$ cat src/rtl/fmap_pkg.sv
// Shared FSM encoding and FIFO sizing for the feature-map read streamer.
package fmap_pkg;

    typedef enum logic [1:0] {
        IDLE  = 2'd0,
        ISSUE = 2'd1,
        DRAIN = 2'd2
    } fmap_rd_state_t;

    localparam int FMAP_RD_FIFO_DEPTH = 2;

endpackage

$ cat src/rtl/fmap_rd_fifo.sv
// Two-entry register FIFO holding RAM words (plus beat flags) in front of the stream port.
module fmap_rd_fifo
    import fmap_pkg::*;
#(
    parameter int W = 65
) (
    input  logic         clk,
    input  logic         rstn,
    input  logic         push,
    input  logic [W-1:0] din,
    input  logic         pop,
    output logic [1:0]   occ,
    output logic [W-1:0] head
);

    logic [W-1:0] e0_q, e0_d, e1_q, e1_d;
    logic [1:0]   occ_q, occ_d;

    // Entry 0 is always the head; it only changes on pop or on a push into an empty FIFO.
    always_comb begin
        e0_d  = e0_q;
        e1_d  = e1_q;
        occ_d = occ_q;
        case ({push, pop})
            2'b10: begin
                if (occ_q == 2'd0) e0_d = din;
                else               e1_d = din;
                occ_d = occ_q + 2'd1;
            end
            2'b01: begin
                e0_d  = e1_q;
                occ_d = occ_q - 2'd1;
            end
            2'b11: begin
                if (occ_q == 2'd1) begin
                    e0_d = din;
                end else begin
                    e0_d = e1_q;
                    e1_d = din;
                end
            end
            default: ;
        endcase
    end

    always_ff @(posedge clk or negedge rstn) begin
        if (!rstn) begin
            e0_q  <= '0;
            e1_q  <= '0;
            occ_q <= 2'd0;
        end else begin
            e0_q  <= e0_d;
            e1_q  <= e1_d;
            occ_q <= occ_d;
            assert (!(push && !pop && occ_q == 2'(FMAP_RD_FIFO_DEPTH)));
            assert (!(pop && occ_q == 2'd0));
        end
    end

    assign occ  = occ_q;
    assign head = e0_q;

endmodule

$ cat src/rtl/fmap_rd_stream.sv
// Streams a contiguous feature-map RAM window to the PE array over valid/ready.
// Optional multi-pass streaming is enabled by defining FMAP_RD_REPEAT_EN.
module fmap_rd_stream
    import fmap_pkg::*;
#(
    parameter int RD_ADDR_DEPTH = 8,
    parameter int DATA_WIDTH    = 64
) (
    input  logic                     clk,
    input  logic                     rstn,
    input  logic                     start,
    input  logic [RD_ADDR_DEPTH-1:0] base_addr,
    input  logic [RD_ADDR_DEPTH-1:0] len_m1,
`ifdef FMAP_RD_REPEAT_EN
    input  logic [7:0]               repeat_m1,
    output logic                     pass_last,
`endif
    output logic                     busy,
    output logic                     done,
    output logic                     ram_rd_en,
    output logic [RD_ADDR_DEPTH-1:0] ram_rd_addr,
    input  logic [DATA_WIDTH-1:0]    ram_rd_data,
    output logic                     m_valid,
    input  logic                     m_ready,
    output logic [DATA_WIDTH-1:0]    m_data,
    output logic                     m_last,
    output fmap_rd_state_t           dbg_state
);

`ifdef FMAP_RD_REPEAT_EN
    localparam int FLAG_W = 2;
`else
    localparam int FLAG_W = 1;
`endif
    localparam int FW = DATA_WIDTH + FLAG_W;
    localparam int CW = RD_ADDR_DEPTH + 1;

    // Handshake: a beat transfers on a clock edge where m_valid && m_ready; while
    // m_valid is high and m_ready low, m_data/m_last stay frozen on the FIFO head.

    fmap_rd_state_t           state_q, state_d;
    logic [RD_ADDR_DEPTH-1:0] base_q, base_d, len_q, len_d;
    logic [CW-1:0]            cnt_q, cnt_d;
    logic                     inflight_q, inflight_d;
    logic [FLAG_W-1:0]        flags_q, flags_d, issue_flags;
`ifdef FMAP_RD_REPEAT_EN
    logic [7:0]               rep_q, rep_d, pass_q, pass_d;
`endif
    logic                     pop, pass_end, final_pass;
    logic [1:0]               occ;
    logic [2:0]               occ_after;
    logic [FW-1:0]            fifo_head;

    always_comb begin
        m_valid     = (occ != 2'd0);
        pop         = m_valid & m_ready;
        occ_after   = {1'b0, occ} + {2'b00, inflight_q} - {2'b00, pop};
        ram_rd_en   = (state_q == ISSUE) && (occ_after < 3'd2);
        ram_rd_addr = base_q + cnt_q[RD_ADDR_DEPTH-1:0];
        pass_end    = (cnt_q == {1'b0, len_q});
`ifdef FMAP_RD_REPEAT_EN
        final_pass  = (pass_q == rep_q);
        issue_flags = {pass_end, pass_end & final_pass};
`else
        final_pass  = 1'b1;
        issue_flags = pass_end;
`endif
    end

    always_comb begin
        state_d    = state_q;
        base_d     = base_q;
        len_d      = len_q;
        cnt_d      = cnt_q;
        inflight_d = ram_rd_en;
        flags_d    = ram_rd_en ? issue_flags : flags_q;
`ifdef FMAP_RD_REPEAT_EN
        rep_d      = rep_q;
        pass_d     = pass_q;
`endif
        done       = 1'b0;
        case (state_q)
            IDLE: begin
                if (start) begin
                    base_d  = base_addr;
                    len_d   = len_m1;
                    cnt_d   = '0;
                    state_d = ISSUE;
`ifdef FMAP_RD_REPEAT_EN
                    rep_d   = repeat_m1;
                    pass_d  = 8'd0;
`endif
                end
            end
            ISSUE: begin
                if (ram_rd_en) begin
                    if (pass_end) begin
                        cnt_d = '0;
                        if (final_pass) state_d = DRAIN;
`ifdef FMAP_RD_REPEAT_EN
                        else pass_d = pass_q + 8'd1;
`endif
                    end else begin
                        cnt_d = cnt_q + CW'(1);
                    end
                end
            end
            DRAIN: begin
                // The last read may still be in flight when DRAIN is entered.
                if (occ == 2'd0 && !inflight_q) begin
                    done    = 1'b1;
                    state_d = IDLE;
                end
            end
            default: state_d = IDLE;
        endcase
    end

    always_ff @(posedge clk or negedge rstn) begin
        if (!rstn) begin
            state_q    <= IDLE;
            base_q     <= '0;
            len_q      <= '0;
            cnt_q      <= '0;
            inflight_q <= 1'b0;
            flags_q    <= '0;
`ifdef FMAP_RD_REPEAT_EN
            rep_q      <= 8'd0;
            pass_q     <= 8'd0;
`endif
        end else begin
            state_q    <= state_d;
            base_q     <= base_d;
            len_q      <= len_d;
            cnt_q      <= cnt_d;
            inflight_q <= inflight_d;
            flags_q    <= flags_d;
`ifdef FMAP_RD_REPEAT_EN
            rep_q      <= rep_d;
            pass_q     <= pass_d;
`endif
        end
    end

    fmap_rd_fifo #(.W(FW)) u_fifo (
        .clk  (clk),
        .rstn (rstn),
        .push (inflight_q),
        .din  ({flags_q, ram_rd_data}),
        .pop  (pop),
        .occ  (occ),
        .head (fifo_head)
    );

    assign busy      = (state_q != IDLE);
    assign m_data    = fifo_head[DATA_WIDTH-1:0];
    assign m_last    = m_valid & fifo_head[DATA_WIDTH];
`ifdef FMAP_RD_REPEAT_EN
    assign pass_last = m_valid & fifo_head[DATA_WIDTH+1];
`endif
    assign dbg_state = state_q;

endmodule
$ cat config.mk
export PLATFORM = sky130hd
export DESIGN_NAME = fmap_rd_stream
export DESIGN_NICKNAME = d
export VERILOG_FILES = /design/src/rtl/fmap_pkg.sv /design/src/rtl/fmap_rd_fifo.sv /design/src/rtl/fmap_rd_stream.sv
export SDC_FILE = /design/constraint.sdc
export NUM_CORES = 1
export LEC_CHECK = 0
export ABC_AREA = 1
export CAP_MARGIN = 15
export CORE_AREA = 4 4 169 171
export DETAILED_ROUTE_END_ITERATION = 6
export DIE_AREA = 0 0 173 175
export PLACE_DENSITY_LB_ADDON = 0.25
export SLEW_MARGIN = 20
export SYNTH_ARGS = -nofsm -noshare
export SYNTH_HDL_FRONTEND = slang
export SYNTH_SLANG_ARGS = --single-unit
$ cat constraint.sdc
create_clock -name clk -period 5.9 [get_ports clk]
set_input_delay 1.18 -clock clk [delete_from_list [all_inputs] [get_ports clk]]
set_output_delay 1.18 -clock clk [all_outputs]
set_load 0.01 [all_outputs]
==> summary.md <==
| Metric | Value |
|---|---|
| Leakage | 4.59 nW |
| Die height | 175 um |
| Synth Register Bits | 161 |
| GPL Wtd Cong | 0.762 |
| GR Util All Layers | 14.1% |
| Starting Density | between 20% and 30% |
| # clock sinks | 161 |
| Worst-margin pin slew | approximately 0.94 ns |
| Die width | 173 um |
| Core Rows | 60 |
| First-pass GRT wire length | 34,500 um |
| Hold Crit Class | reg -> reg |
| Vias | around 6,500 |
| IO Pins | 163 |
| Vias per cell | 4.67 |
| Reg-to-Reg End | u_fifo.head[1] |
| CTS tree | yes |
| R2R Setup Slk | 2.91 ns |
| Status | finished, final reports clean |
| Initial DRC count | 495 |
| CTS Hold Bufs | 0 |
| Worst slew margin | 37.5% |
| Share of the yosys chip area belonging to registers | 50.0% |
| EDFF count, synth | 0 |
| Gr ovfl total | 0 |
| Layout cells sized above 1 | about 4.7% |
| Core ar. | 26,900 um^2 |
| Die ar. | a little over 30,000 um^2 |
| Max-Cap Viols | 0 |
| Nets | ~1,100 |
| Worst setup startpoint | m_ready |
| Clk_skew | 0.0123 ns |
| Buffers added on ports | 162 |
| Fin. max-slew vios | 0 |
| Synth cell types | 27 |
| Worst hold slack | around 0.49 ns |
| Largest net degree at the start of global routing | 79 |
| R2R depth | 9 |
| Peak supply drop | 0.225 mV |
| Num CTS Buffers | 17 |
| Final wirelength | 21,300 um |
| WHS Endpoint | base_q[0] |
| Storage element area | approximately 4000 um^2 |
| Final core utilization | 37.0% |
| Hold Crit Start | base_q[0] |
| DRT Pass-1 Iters | 5 |
| Final Setup Violations | 0 |
| # resized after CTS | 0 |
| CP endpoint kind | output pin |
| Vias in the first global route | 6,321 |
| Critical path class | in -> out |
| Routed Antenna Nets | 0 |
| Syn_area_per_cell | slightly above 8 um^2 |
| RSZ-0062 raised after global routing | false |
| Worst-path fanout max | 5 |
| CP startpoint kind | input pin |
| Worst Path Required | approximately 4.7 ns |
| HPWL Detailed | roughly 13,000 um |
| Pwr/cell area | ~540 nW/um^2 |
| Sum Neg Setup Slack | 0 ns |
| Diodes inserted | 0 |
| Hold depth | 2 |
| Worst-case clock buffer depth | 2 |
| H-tree depth reported by CTS | 4 |
| Data arrival, critical path | about 3.7 ns |
| Minimum clock period | 4.92 ns |
| Clock-pin slew on the worst setup and hold paths | 0.07 ns |
| Ys Warns | 0 |
| Post-CTS setup repair buffer count | 0 |
| Multi-input gate area | approximately 3000 um^2 |
| Final hold vios | 0 |
| FILL cells | 2,778 |
| Post-Synthesis Cells | 974 |
| Final period util | 83.5% |
| Synth Flop Type | dfrtp_1 |
| CTS Root Cell | clkbuf_16 |
| Post-Synthesis Cell Area | 8060 um^2 |
| Max Clock Freq | about 200 MHz |
| Antenna violations before repair | 0 |
| Reg2reg start | u_fifo.occ[1] |
| Post-Syn Nets | 1,072 |
| Clock Latency Late Sink | 0.43 ns |
| WL/cell | 15.3 um |
| Layout area overhead | 23.3% |
| DRC violation count after routing | 0 |
| Asr flop ratio synth | 100% |
-- synth_stat cells (2+ instances only) --
cell      number  area share (%)
inv_1         41             1.9
buf_2         17             1.1
nand2_2        2            0.16
clkbuf_1      16            0.75
nand3_1      143             8.9
o21ai_0       15            0.93
nor2_1        78             3.6
a21oi_1       11            0.68
buf_1         12            0.56
xor2_1         7            0.76
nand2_1      293              14
nand4_1        4            0.31
ha_1          12             1.9
xnor2_1        5            0.54
buf_6         11             1.5
nand3b_1       2            0.19
buf_4         69             6.4
nor3_1         2            0.12
fa_1           2            0.50
dfrtp_1      161              50
a31oi_1       65             5.0
-- layout make-up --
class | count | area share (%)
sequential | 161 | 40.5
tap | 341 | 4.29
multi-input combinational | 647 | 30.9
clock buffer | 18 | 4.32
clock inverter | 14 | 1.41
timing repair buffer | 171 | 17.0
inverter | 41 | 1.55
-- power by group --
| group | internal (mW) | total, mW | switching [mW] |
|---|---|---|---|
| logic | 1.08 | 2.39 | 1.31 |
| clock network | 0.563 | 1.08 | 0.517 |
| registers | 1.62 | 1.93 | 0.308 |
-- metrics by stage --
step	cells	cell area [um^2]	total power, mW	setup slack (ns)
finish	1393	9940	5.40	0.975
global route	1393	9940	5.86	0.739
CTS	1393	9940	5.50	0.964
detailed placement	1361	9370	4.39	0.992
global placement	1361	9370	4.36	0.992
floorplan	974	8060	3.68	2.20
-- state kept, by name, indices dropped and copies added, names as in the netlist --
register     count
base_q           8
inflight_q       1
len_q            8
cnt_q            9
flags_q          1
dbg_state        2
u_fifo.e1_q     65
u_fifo.head     65
u_fifo.occ       2
-- logic make-up (layout without fill, tap and decap cells) --
family / Yosys count / after routing / synth area share (%)
DFF: 161 / 161 / 50.0
xor gates and xnor gates: 12 / 12 / 1.30
buffers and inverters: 166 / 244 / 12.2
and+or+nand+nor: 527 / 527 / 27.2
adders and majority gates: 14 / 14 / 2.36
AOI/OAI and AO/OA: 94 / 94 / 6.91
-- metal layers --
metal	wire length, um	global-route usage [%]	vias to the layer above
met4	250	4.12	0
li1	-	-	3253
met1	9910	18.7	3060
met3	1300	4.02	16
met5	0	0	-
met2	9860	22.5	173
-- worst max path at each step --
stage | cells past startpoint | slack [ns] | to
6_report | 10 | 0.98 | ram_rd_en
5_1_grt | 10 | 0.74 | ram_rd_en
4_1_cts | 10 | 0.96 | ram_rd_en
3_5_place_dp | 10 | 0.99 | ram_rd_en
3_3_place_gp | 10 | 0.99 | ram_rd_en
2_1_floorplan | 8 | 2.20 | ram_rd_en
-- cells in the final DEF, fill, tap and decap left out, types with 2 or more instances in the layout --
cell type / n
inv_8: 6
nand3_1: 142
clkdlybuf4s50_1: 161
clkbuf_16: 17
fa_1: 2
xor2_1: 7
xnor2_1: 5
o21ai_0: 15
inv_1: 41
a31oi_1: 65
nor3_1: 2
nand2_2: 4
nand3b_1: 2
buf_4: 9
inv_6: 2
nand2_1: 291
dfrtp_1: 161
ha_1: 12
clkinvlp_4: 4
nand4_1: 4
a21oi_1: 11
nor2_1: 78
-- worst max-delay path, cell delays in order --
cell and delay (ns):
clkdlybuf4s50_1 0.45, inv_1 0.06, nor2_4 0.11, inv_1 0.11
nor2_1 0.17, o21ai_0 0.12, fa_1 0.53, nand4_1 0.22
inv_1 0.20, clkdlybuf4s50_1 0.59
Power figures use the tool's default switching activity.
